==> src/rtl/stack_unit.sv <==
// Operand stack for the single-cycle stack CPU: moves sp by the decoded delta
// and optionally writes the selected datapath value into the new top.
module stack_unit #(
   parameter int WIDTH = 32,
   parameter int DEPTH = 16,
   parameter int SPW   = $clog2(DEPTH) + 1
) (
   input  logic             clk,
   input  logic             reset,
   input  logic             en,
   input  logic [1:0]       StackUpdateMode,
   input  logic [1:0]       StackWriteSrc,
   input  logic [WIDTH-1:0] ALUresult,
   input  logic [WIDTH-1:0] dmem_read,
   input  logic [WIDTH-1:0] PC_temp,
   output logic [WIDTH-1:0] tos,
   output logic [WIDTH-1:0] nos,
   output logic [SPW-1:0]   sp,
   output logic             empty,
   output logic             full,
   output logic             overflow,
   output logic             underflow
);

   localparam int AW = $clog2(DEPTH);
   localparam logic signed [SPW:0] DEPTH_S = (SPW+1)'(DEPTH);

   logic [WIDTH-1:0]      mem [DEPTH];
   logic signed [SPW:0]   delta;
   logic signed [SPW:0]   nsp;
   logic                  wr_req;
   logic                  too_high;
   logic                  too_low;
   logic                  wr_zero;
   logic                  legal;
   logic [AW-1:0]         wr_idx;
   logic [AW-1:0]         tos_idx;
   logic [AW-1:0]         nos_idx;
   logic [WIDTH-1:0]      wr_data;

   always_comb begin
      delta = '0;
      case (StackUpdateMode)
         2'b00:   delta = '0;
         2'b01:   delta = (SPW+1)'(1);
         2'b10:   delta = -(SPW+1)'(2);
         default: delta = -(SPW+1)'(1);
      endcase
   end

   // One extra sign bit so pops below zero show up as negative nsp.
   assign nsp      = $signed({1'b0, sp}) + delta;
   assign wr_req   = (StackWriteSrc != 2'b00);
   assign too_high = (nsp > DEPTH_S);
   assign too_low  = nsp[SPW];
   assign wr_zero  = wr_req && (nsp == '0);
   assign legal    = !too_high && !too_low && !wr_zero;

   // Slot indices wrap modulo DEPTH; sp==DEPTH maps its top to DEPTH-1.
   assign wr_idx  = nsp[AW-1:0] - AW'(1);
   assign tos_idx = sp[AW-1:0] - AW'(1);
   assign nos_idx = sp[AW-1:0] - AW'(2);

   always_comb begin
      wr_data = '0;
      case (StackWriteSrc)
         2'b01:   wr_data = ALUresult;
         2'b10:   wr_data = dmem_read;
         2'b11:   wr_data = PC_temp;
         default: wr_data = '0;
      endcase
   end

   always_ff @(posedge clk) begin
      if (reset) begin
         sp        <= '0;
         overflow  <= 1'b0;
         underflow <= 1'b0;
      end else if (en) begin
         if (legal) begin
            sp <= nsp[SPW-1:0];
         end
         if (too_high) begin
            overflow <= 1'b1;
         end
         if (too_low || wr_zero) begin
            underflow <= 1'b1;
         end
      end
   end

   // Array is never cleared; stale entries above sp are unobservable.
   always_ff @(posedge clk) begin
      if (!reset && en && legal && wr_req) begin
         mem[wr_idx] <= wr_data;
      end
   end

   assign tos   = (sp != '0)        ? mem[tos_idx] : '0;
   assign nos   = (sp >= SPW'(2))   ? mem[nos_idx] : '0;
   assign empty = (sp == '0);
   assign full  = (sp == SPW'(DEPTH));

endmodule

==> config.mk <==
export PLATFORM = sky130hd
export DESIGN_NAME = stack_unit
export DESIGN_NICKNAME = d
export VERILOG_FILES = /design/src/rtl/stack_unit.sv
export SDC_FILE = /design/constraint.sdc
export NUM_CORES = 1
export LEC_CHECK = 0
export BUFFER_PORTS_ARGS = -buffer_cell sky130_fd_sc_hd__buf_2
export CAP_MARGIN = 20
export CORE_ASPECT_RATIO = 2
export CORE_MARGIN = 1
export CORE_UTILIZATION = 50
export DETAILED_ROUTE_END_ITERATION = 16
export GPL_TIMING_DRIVEN = 1
export PLACE_DENSITY = 0.79
export SLEW_MARGIN = 10
export SYNTH_ARGS = -nofsm -noshare
export SYNTH_HDL_FRONTEND = slang
export SYNTH_SLANG_ARGS = --single-unit
==> constraint.sdc <==
create_clock -name clk -period 16.4 [get_ports clk]
set_input_delay 1.64 -clock clk [delete_from_list [all_inputs] [get_ports clk]]
set_output_delay 1.64 -clock clk [all_outputs]
set_load 0.005 [all_outputs]
==> tab_implementation.tex <==
\begin{tabular}{lr}
\hline
Metric & Value \\
\hline
\multicolumn{2}{l}{\textbf{Run status}} \\
Status & finished clean \\
\multicolumn{2}{l}{\textbf{Synthesis}} \\
Seq/Total Area, Yosys & 62.0\% \\
Synthesized netlist net count & 1348 \\
Synthesized cell area & 25000 um\^{}2 \\
Post-synth EDFFs & 512 \\
Count of cell types in the netlist & 46 \\
Most used DFF post-synth & sky130\_fd\_sc\_hd\_\_edfxtp\_1 \\
Count of state elements after synthesis & 519 \\
Async set or reset register ratio after synthesis & 0\% \\
Gate Count Post-Synth & 1234 \\
Number of synthesis warnings & 0 \\
Mean instance size in the synthesized netlist & 20.3 um\^{}2 \\
\multicolumn{2}{l}{\textbf{Clock tree}} \\
Post-cts gate resize count & 0 \\
Clock tree from TritonCTS & yes \\
Worst-Skew Late Latency & 570 ps \\
Largest buffer count on any clock path & 3 \\
Count of hold-fix buffers inserted at cts & 0 \\
Register clock-pin slew on the reported worst setup and hold paths & 60 ps \\
Clock tree root buffer cell & sky130\_fd\_sc\_hd\_\_clkbuf\_16 \\
Depth of the CTS H-tree & 2 \\
Number of sinks on the clock net & 519 \\
Setup Fix Bufs, Post-CTS & 0 \\
Cts bufs inserted & 42 \\
\multicolumn{2}{l}{\textbf{Floorplan}} \\
DIE HEIGHT & 318 um \\
Die area & 51000 um\^{}2 \\
CORE AREA & 49400 um\^{}2 \\
Count of boundary I/O pins & 176 \\
Standard-cell rows & 115 \\
Effective utilization at floorplan & 50.7\% \\
Die span in x & 160 um \\
\multicolumn{2}{l}{\textbf{Worst setup path}} \\
Data required time at the worst endpoint & 14760 ps \\
Largest driver fanout on the critical path & 46 \\
End point of the critical path & tos[7] \\
Setup crit start & sp[1] \\
Setup crit end kind & primary output \\
Worst Setup Path Type & flop to primary output \\
Number of cell instances on the worst register-to-register path & 8 \\
Arrival time reported for the critical path endpoint & 5300 ps \\
Worst flop-to-flop path startpoint & sp[1] \\
Reg2reg setup slack & 11700 ps \\
Category of the worst setup path launch point & flop \\
R2R Path End & mem[10][11] \\
\multicolumn{2}{l}{\textbf{Timing}} \\
Setup repair after global routing missed its margin & false \\
Hold violation count in the final report & 0 \\
Final max-slew violation count & 0 \\
Setup tns final & 0 ps \\
Final min period & 6940 ps \\
Fmax achieved & 0.144 GHz \\
Relative slew margins & 30.6\% \\
Hold slack final & 477 ps \\
Final Setup Violations & 0 \\
Slew at the pin closest to its max-slew limit & 1040 ps \\
Final worst path period share & 42.3\% \\
Clock skew & 17.4 ps \\
\multicolumn{2}{l}{\textbf{Placed design}} \\
Quantity of I/O buffers inserted on ports & 175 \\
Detailed placement HPWL & 37.4 mm \\
Global placer's final weighted congestion & 0.792 \\
\multicolumn{2}{l}{\textbf{Detailed routing}} \\
Final antenna-violating net count & 0 \\
DRC violation count after routing & 0 \\
Total detailed-routing wirelength & 63.7 mm \\
Number of vias in the routed layout & 13800 \\
Mean number of vias per cell & 6.66 \\
Drt first pass iters & 6 \\
Violation count after the first detailed-routing iteration & 1475 \\
Detail-routed net length per standard cell & 30.8 um \\
\multicolumn{2}{l}{\textbf{Hold path}} \\
Kind of path behind the tightest hold check & flop to flop \\
\multicolumn{2}{l}{\textbf{Layout}} \\
Fill count & 3560 \\
FF/Latch Area & 15500 um\^{}2 \\
Area of the multi-input gates & 9260 um\^{}2 \\
Final-stage net count & 1504 \\
Layout Area Growth over Synthesis & 12.2\% \\
Fraction of layout instances using a drive strength above 1 & 46.8\% \\
\multicolumn{2}{l}{\textbf{Pwr}} \\
Static Leak & 8.89 nW \\
Max IR drop VDD & 0.0000723 V \\
PnR Total Power & 2.93 mW \\
Pwr/cell area & 104 nW/um\^{}2 \\
\multicolumn{2}{l}{\textbf{Global routing}} \\
Global-route wire length before repair & 94.7 mm \\
GR Util All Layers & 25.7\% \\
Pin count of the biggest net entering global routing & 127 \\
GRT overflow & 0 \\
Number of antenna violations at the first check in global routing & 2 \\
Number of global-route vias before repair & 14700 \\
\multicolumn{2}{l}{\textbf{Flow run}} \\
Maximum Capacitance Violations & 0 \\
\hline
\end{tabular}
==> layout by cell type (no fill, tap or decap), types with 5 or more instances in the layout <==
| cell | count |
|---|---|
| sky130_fd_sc_hd__a21oi_1 | 34 |
| sky130_fd_sc_hd__a22o_1 | 32 |
| sky130_fd_sc_hd__buf_2 | 175 |
| sky130_fd_sc_hd__buf_4 | 33 |
| sky130_fd_sc_hd__clkbuf_1 | 6 |
| sky130_fd_sc_hd__clkbuf_16 | 42 |
| sky130_fd_sc_hd__clkinv_1 | 6 |
| sky130_fd_sc_hd__clkinv_2 | 9 |
| sky130_fd_sc_hd__clkinvlp_4 | 6 |
| sky130_fd_sc_hd__dfxtp_1 | 5 |
| sky130_fd_sc_hd__edfxtp_1 | 512 |
| sky130_fd_sc_hd__ha_1 | 8 |
| sky130_fd_sc_hd__inv_1 | 6 |
| sky130_fd_sc_hd__mux2_2 | 63 |
| sky130_fd_sc_hd__mux2i_1 | 34 |
| sky130_fd_sc_hd__mux4_2 | 288 |
| sky130_fd_sc_hd__nand2_1 | 10 |
| sky130_fd_sc_hd__nor2_1 | 14 |
| sky130_fd_sc_hd__nor2_4 | 12 |
| sky130_fd_sc_hd__nor2b_1 | 33 |
| sky130_fd_sc_hd__o21ai_0 | 33 |
==> worst max-delay path, cell delays in order (launching register included) <==
cell,delay (ps)
sky130_fd_sc_hd__dfxtp_4,840
sky130_fd_sc_hd__inv_1,280
sky130_fd_sc_hd__ha_4,890
sky130_fd_sc_hd__buf_4,660
sky130_fd_sc_hd__buf_4,630
sky130_fd_sc_hd__mux4_2,580
sky130_fd_sc_hd__mux2_2,270
sky130_fd_sc_hd__o21ai_0,180
sky130_fd_sc_hd__a21oi_1,150
sky130_fd_sc_hd__buf_2,210
==> stage by stage <==
stage               setup WS, ps  util (%)  std cells  cell area [um^2]
floorplan                   9070         -       1234             25000
global placement           10080      54.2       1989             26800
detailed placement         10020      54.2       1989             26800
CTS                         9370      56.9       2066             28100
global route                9190      56.9       2066             28100
finish                      9460      56.9       2068             28100
==> layer usage <==
metal	track usage, %	up-vias	wire length [um]
met3	3.44	174	4910
met4	12.6	2	3220
li1	-	5648	-
met5	0	-	13
met2	46.3	703	34400
met1	29.9	7252	21100
==> cells in the mapped netlist (12+ instances only) <==
library cell	n	area (um^2)
sky130_fd_sc_hd__mux4_2	288	6490
sky130_fd_sc_hd__clkbuf_1	57	214
sky130_fd_sc_hd__mux2i_1	34	340
sky130_fd_sc_hd__nor2b_1	34	213
sky130_fd_sc_hd__a21oi_1	35	175
sky130_fd_sc_hd__buf_1	12	45.0
sky130_fd_sc_hd__buf_2	24	120
sky130_fd_sc_hd__a22o_1	32	280
sky130_fd_sc_hd__o21ai_0	33	165
sky130_fd_sc_hd__nor2_1	26	97.6
sky130_fd_sc_hd__edfxtp_1	512	15400
sky130_fd_sc_hd__mux2_2	63	709
==> state kept, by name, indices dropped and copies added (netlist names) <==
name,flops
mem,512
sp,5
overflow,1
underflow,1
==> power by group <==
group,switching (mW),internal (mW)
logic,0.261,0.210
clock network,0.463,0.510
registers,0.00779,1.48
==> cells by family (layout without fill, tap and decap cells) <==
kind of cell / after synthesis / after routing / synth area share, %
compound gates: 114 / 114 / 3.16
xor+xnor: 8 / 8 / 0.280
fa+ha+maj: 11 / 11 / 0.580
buf+inv: 104 / 293 / 1.81
flops: 519 / 519 / 62.0
mux: 385 / 385 / 30.1
other cells: 0 / 2 / 0
simple gates: 93 / 93 / 2.06
==> final cells by class <==
class,count,area share (%)
inverter,7,0.103
multi-input combinational,611,33.0
clock inverter,29,0.838
tap,643,2.87
sequential,519,55.3
timing repair buffer,209,4.07
antenna,2,0.0178
clock buffer,48,3.82
==> how the worst min path moves through the flow <==
stage,to,from,slack (ps),depth (start not counted)
after floorplan,underflow,underflow,460,2
after global placement,underflow,underflow,460,2
after detailed placement,overflow,overflow,470,2
after CTS,underflow,underflow,490,2
after global routing,overflow,overflow,520,2
final,underflow,underflow,480,2
Note: power is estimated with default switching activity, not from simulation.
